### src/rtl/pulse_sequencer_pkg.sv
// Shared types and descriptor layout for the pulse sequencer.
// The optional status block is enabled by defining PULSE_SEQUENCER_STATUS_EN.
package pulse_sequencer_pkg;

    localparam int DESC_WIDTH  = 128;
    localparam int FIELD_WIDTH = 32;

    localparam int RISE_LSB    = 0;
    localparam int FALL_LSB    = 32;
    localparam int PERIOD_LSB  = 64;
    localparam int REP_LSB     = 96;

    typedef enum logic {
        IDLE = 1'b0,
        RUN  = 1'b1
    } state_e;

    function automatic logic [FIELD_WIDTH-1:0] desc_field(
        input logic [DESC_WIDTH-1:0] desc,
        input int                    lsb
    );
        return desc[lsb +: FIELD_WIDTH];
    endfunction

    // A zero repeat count still plays the descriptor once.
    function automatic logic [FIELD_WIDTH-1:0] norm_repeats(
        input logic [FIELD_WIDTH-1:0] rep
    );
        return (rep == '0) ? FIELD_WIDTH'(1) : rep;
    endfunction

endpackage

### src/rtl/pulse_sequencer_fifo.sv
// First-word-fall-through descriptor FIFO: the head entry is visible on
// rd_data_o whenever empty_o is low, and rd_en_i consumes it.
module pulse_sequencer_fifo #(
    parameter int WIDTH      = 128,
    parameter int ADDR_WIDTH = 4
) (
    input  logic                  aclk,
    input  logic                  aresetn,
    input  logic                  wr_en_i,
    input  logic [WIDTH-1:0]      wr_data_i,
    input  logic                  rd_en_i,
    output logic [WIDTH-1:0]      rd_data_o,
    output logic [ADDR_WIDTH:0]   count_o,
    output logic                  full_o,
    output logic                  empty_o
);

    localparam int DEPTH = 1 << ADDR_WIDTH;

    logic [WIDTH-1:0]      mem_q [DEPTH];
    logic [ADDR_WIDTH-1:0] wr_ptr_q;
    logic [ADDR_WIDTH-1:0] rd_ptr_q;
    logic [ADDR_WIDTH:0]   count_q;
    logic [ADDR_WIDTH:0]   count_d;
    logic                  do_wr;
    logic                  do_rd;

    // Full/empty come from the registered count, so a pop while full does
    // not reopen the write port until the following cycle.
    assign full_o  = (count_q == (ADDR_WIDTH+1)'(DEPTH));
    assign empty_o = (count_q == '0);
    assign do_wr   = wr_en_i && !full_o;
    assign do_rd   = rd_en_i && !empty_o;

    always_comb begin
        count_d = count_q;
        case ({do_wr, do_rd})
            2'b10:   count_d = count_q + 1'b1;
            2'b01:   count_d = count_q - 1'b1;
            default: count_d = count_q;
        endcase
    end

    always_ff @(posedge aclk) begin
        if (do_wr) begin
            mem_q[wr_ptr_q] <= wr_data_i;
        end
    end

    always_ff @(posedge aclk) begin
        if (!aresetn) begin
            wr_ptr_q <= '0;
            rd_ptr_q <= '0;
            count_q  <= '0;
        end else begin
            if (do_wr) begin
                wr_ptr_q <= wr_ptr_q + 1'b1;
            end
            if (do_rd) begin
                rd_ptr_q <= rd_ptr_q + 1'b1;
            end
            count_q <= count_d;
        end
    end

    assign rd_data_o = mem_q[rd_ptr_q];
    assign count_o   = count_q;

endmodule

### src/rtl/pulse_sequencer.sv
// Plays buffered pulse descriptors back-to-back through a rise/fall/period
// timing engine. Define PULSE_SEQUENCER_STATUS_EN for done/underrun status.
module pulse_sequencer
    import pulse_sequencer_pkg::*;
#(
    parameter int FIFO_ADDR_WIDTH = 4
) (
    input  logic                       aclk,
    input  logic                       aresetn,
    input  logic                       run,
    input  logic [DESC_WIDTH-1:0]      s_axis_tdata,
    input  logic                       s_axis_tvalid,
    output logic                       s_axis_tready,
    output logic                       dout,
    output logic                       busy,
`ifdef PULSE_SEQUENCER_STATUS_EN
    output logic [31:0]                sts_done,
    output logic                       sts_underrun,
`endif
    output logic [FIFO_ADDR_WIDTH:0]   fifo_count
);

    logic [DESC_WIDTH-1:0]  head_data;
    logic                   fifo_full;
    logic                   fifo_empty;
    logic                   pop;

    state_e                 state_q;
    logic [FIELD_WIDTH-1:0] rise_q;
    logic [FIELD_WIDTH-1:0] fall_q;
    logic [FIELD_WIDTH-1:0] period_q;
    logic [FIELD_WIDTH-1:0] rep_q;
    logic [FIELD_WIDTH-1:0] cnt_q;
    logic                   dout_q;
    logic                   busy_q;

    logic                   wrap;
    logic                   last_period;

    pulse_sequencer_fifo #(
        .WIDTH      (DESC_WIDTH),
        .ADDR_WIDTH (FIFO_ADDR_WIDTH)
    ) u_fifo (
        .aclk       (aclk),
        .aresetn    (aresetn),
        .wr_en_i    (s_axis_tvalid),
        .wr_data_i  (s_axis_tdata),
        .rd_en_i    (pop),
        .rd_data_o  (head_data),
        .count_o    (fifo_count),
        .full_o     (fifo_full),
        .empty_o    (fifo_empty)
    );

    assign s_axis_tready = !fifo_full;

    assign wrap        = (cnt_q == period_q);
    assign last_period = (state_q == RUN) && wrap && (rep_q == FIELD_WIDTH'(1));

    // The next descriptor is taken either from idle or exactly on the final
    // wrap of the current one, which is what removes gap cycles.
    assign pop = run && !fifo_empty && ((state_q == IDLE) || last_period);

    always_ff @(posedge aclk) begin
        if (!aresetn) begin
            state_q  <= IDLE;
            rise_q   <= '0;
            fall_q   <= '0;
            period_q <= '0;
            rep_q    <= '0;
            cnt_q    <= '0;
            dout_q   <= 1'b0;
            busy_q   <= 1'b0;
        end else begin
            case (state_q)
                IDLE: begin
                    cnt_q  <= '0;
                    dout_q <= 1'b0;
                    if (pop) begin
                        rise_q   <= desc_field(head_data, RISE_LSB);
                        fall_q   <= desc_field(head_data, FALL_LSB);
                        period_q <= desc_field(head_data, PERIOD_LSB);
                        rep_q    <= norm_repeats(desc_field(head_data, REP_LSB));
                        state_q  <= RUN;
                        busy_q   <= 1'b1;
                    end
                end

                RUN: begin
                    // Fall has priority so rise==fall never produces a pulse.
                    if (cnt_q == fall_q) begin
                        dout_q <= 1'b0;
                    end else if (cnt_q == rise_q) begin
                        dout_q <= 1'b1;
                    end

                    if (wrap) begin
                        cnt_q <= '0;
                        rep_q <= rep_q - FIELD_WIDTH'(1);
                        if (rep_q == FIELD_WIDTH'(1)) begin
                            if (pop) begin
                                rise_q   <= desc_field(head_data, RISE_LSB);
                                fall_q   <= desc_field(head_data, FALL_LSB);
                                period_q <= desc_field(head_data, PERIOD_LSB);
                                rep_q    <= norm_repeats(desc_field(head_data, REP_LSB));
                            end else begin
                                state_q <= IDLE;
                                busy_q  <= 1'b0;
                                dout_q  <= 1'b0;
                            end
                        end
                    end else begin
                        cnt_q <= cnt_q + FIELD_WIDTH'(1);
                    end
                end

                default: begin
                    state_q <= IDLE;
                    busy_q  <= 1'b0;
                    dout_q  <= 1'b0;
                end
            endcase
        end
    end

    assign dout = dout_q;
    assign busy = busy_q;

`ifdef PULSE_SEQUENCER_STATUS_EN
    logic [31:0] done_q;
    logic [31:0] done_d;
    logic        underrun_q;
    logic        underrun_d;

    // Every final-period wrap completes a descriptor; an empty FIFO there
    // while run is high means the stream fell behind.
    always_comb begin
        done_d     = done_q;
        underrun_d = underrun_q;
        if (last_period) begin
            done_d = done_q + 32'd1;
            if (run && fifo_empty) begin
                underrun_d = 1'b1;
            end
        end
    end

    always_ff @(posedge aclk) begin
        if (!aresetn) begin
            done_q     <= '0;
            underrun_q <= 1'b0;
        end else begin
            done_q     <= done_d;
            underrun_q <= underrun_d;
        end
    end

    assign sts_done     = done_q;
    assign sts_underrun = underrun_q;
`endif

endmodule

### config.mk
export PLATFORM = sky130hd
export DESIGN_NAME = pulse_sequencer
export DESIGN_NICKNAME = d
export VERILOG_FILES = /design/src/rtl/pulse_sequencer_pkg.sv /design/src/rtl/pulse_sequencer_fifo.sv /design/src/rtl/pulse_sequencer.sv
export SDC_FILE = /design/constraint.sdc
export NUM_CORES = 2
export LEC_CHECK = 0
export ABC_AREA = 1
export BUFFER_PORTS_ARGS = -buffer_cell sky130_fd_sc_hd__buf_2
export CORE_ASPECT_RATIO = 1.75
export CORE_MARGIN = 3
export CORE_UTILIZATION = 30
export DETAILED_ROUTE_END_ITERATION = 8
export MAX_ROUTING_LAYER = met4
export PLACE_DENSITY_LB_ADDON = 0.08
export SLEW_MARGIN = 20
export SYNTH_ARGS = -nofsm -noshare
export SYNTH_HDL_FRONTEND = slang
export SYNTH_SLANG_ARGS = --single-unit
### constraint.sdc
create_clock -name aclk -period 19.35 [get_ports aclk]
set_input_delay 0.9675 -clock aclk [delete_from_list [all_inputs] [get_ports aclk]]
set_output_delay 0.9675 -clock aclk [all_outputs]
set_load 0.02 [all_outputs]
; ---- Yosys cells after proc, flatten, opt, wreduce, memory -nomap -nowiden
; Memory sizes are Yosys's and may differ from the RTL's. A register that Yosys moved wholly into a read port is not among the register bits.
; Cells that the tools add are included.
; W data, S select, Z words.
[word_totals]
register_bits = 176
ramBits = 2048
input_bits = 132
output_inout_bits = 8
wordCells = 85
memories = 1
[op_classes]
add_sub_neg = 6
eq_ne = 11
muxes = 40
n_bitwise = 1
reduce_logical = 15
[memory_table]
columns = name, depth, width, rd, rd_ports_with_merged_regs, wr, line
row1 = u_fifo.mem_q, 16, 128, 1, 1, 1, pulse_sequencer_fifo.sv:20  ; logic [WIDTH-1:0] mem_q [DEPTH];
[ops]
columns = op, count
row1 = $mux W32, 15
row2 = $pmux W32 S2, 5
row3 = $eq A32 B32 Y1, 3
row4 = $add A32 B1 Y32 const B, 1
row5 = $eq A32 B1 Y1 const B, 1
row6 = $logic_not A32 Y1, 1
row7 = $sub A32 B1 Y32 const B, 1
row8 = $mux W1, 14
row9 = $pmux W5 S2, 1
row10 = $add A4 B1 Y4 const B, 2
row11 = $mux W4, 2
row12 = $logic_and A1 B1 Y1, 6
row13 = $ne A2 B1 Y1 const B, 3
row14 = $pmux W1 S2, 3
row15 = $add A5 B1 Y5 const B, 1
row16 = $eq A5 B5 Y1 const B, 1
row17 = $logic_not A5 Y1, 1
row18 = $sub A5 B1 Y5 const B, 1
row19 = $reduce_and A2 Y1, 2
row20 = $reduce_and A4 Y1, 1
row21 = $eq A2 B1 Y1 const B, 1
row22 = $eq A2 B2 Y1 const B, 1
row23 = $logic_not A1 Y1, 2
row24 = $ne A2 B2 Y1 const B, 1
row25 = other kinds (3), 3

; ---- Depth between registers and ports, before layout
[logic_depth]
word_depth = 9
mapped_depth = 24
depth_no_buf = 20

; ---- Cells and area by module
; Synthesis repeated with hierarchy kept, for this count alone.
[unflattened]
cells_unflattened = 7014
hier_area_um2 = 88536.2
[modules_own_cells]
columns = mod, instances, cells_each, area_per_inst_um2, seq_area_each_um2
row1 = pulse_sequencer_fifo, 1, 5653, 79537.5, 61839.3
row2 = pulse_sequencer, 1, 1361, 8998.6, 3263.1

; ---- Least setup slack after synthesis
; Ideal clock, no wire load.
[synth_timing]
path_type = input -> register
start = in s_axis_tvalid
end = mem u_fifo.mem_q[11][0] (enable)
setup_ns = 0.617
t_arrival_ns = 6.735
required_time_ns = 18.733
setup_slack_ns = 11.998
path_stages = 4
n_path_buf = 0
cell_sequence = nand2_1 inv_1 nand2_1 nor2_1
[synth_between]
elab_chain_cells = 3
[synth_lines]
columns = item, line
row1 = "start, declared", pulse_sequencer.sv:12  ; input logic s_axis_tvalid,
row2 = $logic_and A1 B1 Y1, pulse_sequencer_fifo.sv:32  ; assign do_wr = wr_en_i && !full_o;
row3 = $mux W1, pulse_sequencer_fifo.sv:45  ; if (do_wr) begin
row4 = $mux W1 (implied by the code), pulse_sequencer_fifo.sv:46  ; mem_q[wr_ptr_q] <= wr_data_i;
row5 = "end, declared", pulse_sequencer_fifo.sv:20
; Every way passes these cells.

==> summary.md <==
| Metric | Value |
|---|---|
| Period utilization | `27.0%` |
| Worst setup EP type | `flip-flop` |
| Avg Synthesized Cell Area | `12.4 µm²` |
| Drc violations | `0` |
| RePlAce Congestion | `0.796` |
| Area Growth Syn to Fin | `12.8%` |
| Clock Latency Late Sink | `890 ps` |
| Hold_buf cts | `0` |
| Layout Cells excl Fill | `11100` |
| Area of the multi-input gates | `between 0.02 and 0.025 mm²` |
| Area contributors post-synth | `edfxtp_1, o21ai_0, nor2_1` |
| RSZ-0062 raised after global routing | `no` |
| Vias per Instance | `around 5.1` |
| Final WS setup | `14130 ps` |
| Pwr Density | `130 mW/mm²` |
| First-pass detailed-route iteration total | `6` |
| Die height | `slightly above 700 µm` |
| Clock-pin transition on the worst setup and hold timing paths | `60 ps` |
| Comb pwr share | `23.7%` |
| Main synth FF type | `edfxtp_1` |
| Register area | `0.0651 mm²` |
| Rel. slew slack | `between 20% and 30%` |
| Yosys reg bits | `2228` |
| Iteration-0 DRC Markers | `~3700` |
| Detailed-route wire length per cell | `27.5 µm` |
| DIE AREA | `0.302 mm²` |
| Mapped Cells | `7116` |
| CP Data Arrival Time | `6030 ps` |
| Post-Syn Nets | `between 7000 and 8000` |
| Met2 Usage GRT | `36.2%` |
| EDFF count, synth | `between 2000 and 2500` |
| H-Tree Depth | `4` |
| Grt ovf | `0` |
| Met3 usage | `approximately 2.5%` |
| Setup Crit Path Kind | `reg2reg` |
| Max-cap violations | `0` |
| Setup violations, final | `0` |
| Worst min path class | `in2reg` |
| Vias in the first global route | `57800` |
| Synth area leader | `edfxtp_1` |
| First-pass GRT wire length | `437000 µm` |
| Fraction of registers with async set/reset | `0%` |
| Leakage | `32.3 nW` |
| Fin Clk Skew | `between 60 and 70 ps` |
| Status | `completed` |
| TritonCTS Buffers | `220` |
| CTS-repair resized insts | `0` |
| Slew Limit Fails | `0` |
| IO Pins | `140` |
| Clock network power share | `32.9%` |
| Clk sinks | `2228` |
| Worst EP required | `20160 ps` |
| Layout cell share with drive strength beyond 1 | `8.55%` |
| Filler Cell Count | `29100` |
| Reg power frac | `43.4%` |
| Switching Fraction | `32.9%` |
| Port buffer count | `139` |
| Net Switching | `4.28 mW` |
| Initial antenna violation count | `62` |
| Total routed wirelength | `a little over 300000 µm` |
| Internal power | `8.74 mW` |
| Nets | `7242` |
| Fin crit period | `5220 ps` |
| Post-synthesis sequential area ratio | `approximately three quarters` |
| Root buffer cell | `clkbuf_16` |
| Peak supply drop | `0.0931 mV` |
| Max Clock Freq | `191 MHz` |
| Vias | `57400` |
| Crit path launch type | `flip-flop` |
| Yosys warnings | `0` |
| Post-DRT Antenna Nets | `0` |
| Pin count of the biggest net entering global routing | `157` |
| Post-CTS Setup Inserts | `0` |
| Distinct cell type count after synthesis | `45` |
| Synth top area share | `around 69%` |
| Worst Path Max Fanout | `109` |
| Dpl cells | `~11000` |
| Busiest grt layer | `met2` |
| Core Area | `0.294 mm²` |
| GRT met1 Usage | `24.2%` |
| Tightest Pin Transition | `around 1100 ps` |
| Fin. Hold Viols | `0` |
| Setup_tns | `0 ps` |
| CTS tree | `done` |
| Cell Rows | `between 200 and 300` |
| GRT Total Usage | `between 20 and 25%` |
| Die width | `417 µm` |
| Mapped cell area | `0.0886 mm²` |
| Deepest clock path buffer count | `4` |
| Starting Density | `30.2%` |
| Place WS | `14060 ps` |
| Final Core Density | `34.0%` |
| Final HPWL DP | `165000 µm` |
[stage by stage]
step	instance area, µm²	hold slack, ps	total power [mW]
after CTS	99900	380	13.2
after global routing	99900	431	13.7
final	99900	453	13.0
after detailed placement	92900	458	8.92
after floorplan	88600	436	7.76
after global placement	92900	456	8.93
[cells in the mapped netlist (4+ instances only)]
master,n
nor2_2,6
nand2_1,400
o22ai_1,501
inv_2,8
o32ai_1,32
clkbuf_2,4
inv_1,121
o211ai_1,51
edfxtp_1,2048
o21a_1,4
nand3_1,140
nor3_1,29
o221ai_1,27
o21ai_1,124
nand4_1,31
or2_2,6
buf_2,138
o21ai_0,1156
dfxtp_1,180
clkbuf_1,279
a31oi_1,7
xor2_1,56
a21oi_1,109
buf_4,40
nor2_1,1485
ha_1,11
xnor2_1,42
buf_6,30
nor4_1,13
buf_1,13
[state kept, by name (all words and copies together) (netlist names), named ones only]
signal	flops
period_q	32
cnt_q	32
u_fifo.wr_ptr_q	4
u_fifo.count_o	5
u_fifo.rd_ptr_q	4
rep_q	32
dout	1
fall_q	32
busy	1
rise_q	32
u_fifo.mem_q	2048
state_q	1
[cells by family after synthesis]
logic type / count (synthesis) / synth area share (%)
flip-flops: 2228 / 73.5
AND/OR/NAND/NOR: 2124 / 9.48
AO/OA/AOI/OAI: 2021 / 12.6
buffers and inverters: 634 / 3.31
XOR/XNOR: 98 / 0.969
adder cells (fa/ha/maj): 11 / 0.155
[worst max-delay path, cell delays in order (launching register included)]
cell and delay, ps:
dfxtp_4 470, inv_8 490, buf_4 730, buf_4 760, buf_4 760, buf_4 830, o21ai_0 170, o22ai_1 160
nor2_1 50, o32ai_1 310, nor2_1 70, nor2_1 100
[power by group through the flow]
stage                     sequential (mW)  clock [mW]  combinational [mW]
final                                5.66        4.28                3.08
after global routing                 5.67        4.57                3.45
after CTS                            5.66        4.41                3.17
after detailed placement             5.77           0                3.16
after global placement               5.77           0                3.16
after floorplan                      5.66           0                2.10
[final timing paths]
path	startpoint	end	slack [ps]	cells past startpoint
worst max-delay path	flip-flop	rise_q[30]	14130	11
worst min-delay path	s_axis_tdata[93]	u_fifo.mem_q[14][93]	450	1
worst max register to register	flip-flop	rise_q[30]	14130	11
worst min register to register	rep_q[1]	rep_q[1]	470	2
[cell usage in the layout, fill, tap and decap left out, types with 32 or more instances in the layout]
cell / count
clkinv_2: 34
nor2_1: 1469
o32ai_1: 32
o211ai_1: 51
buf_4: 114
inv_1: 118
o21ai_1: 124
nand2_1: 400
xnor2_1: 42
o22ai_1: 500
edfxtp_1: 2048
xor2_1: 56
buf_2: 138
a21oi_1: 109
o21ai_0: 1156
nand3_1: 140
clkbuf_16: 221
dfxtp_1: 176
clkbuf_1: 52
clkinv_1: 43
[metal layers]
layer / up-vias / wire length, µm
met3: 411 / 11400
li1: 26100 / -
met4: 0 / 8480
met2: 1062 / 160000
met5: - / 0
met1: 29800 / 126000
[layout make-up]
type                       instances  area share, %
timing repair buffer             265           1.81
inverter                         130          0.530
antenna                           28         0.0701
tap                             3842           4.81
clock inverter                   103          0.938
clock buffer                     294           6.01
sequential                      2228           65.2
multi-input combinational       4254           20.7
Power figures use the tool's default switching activity.
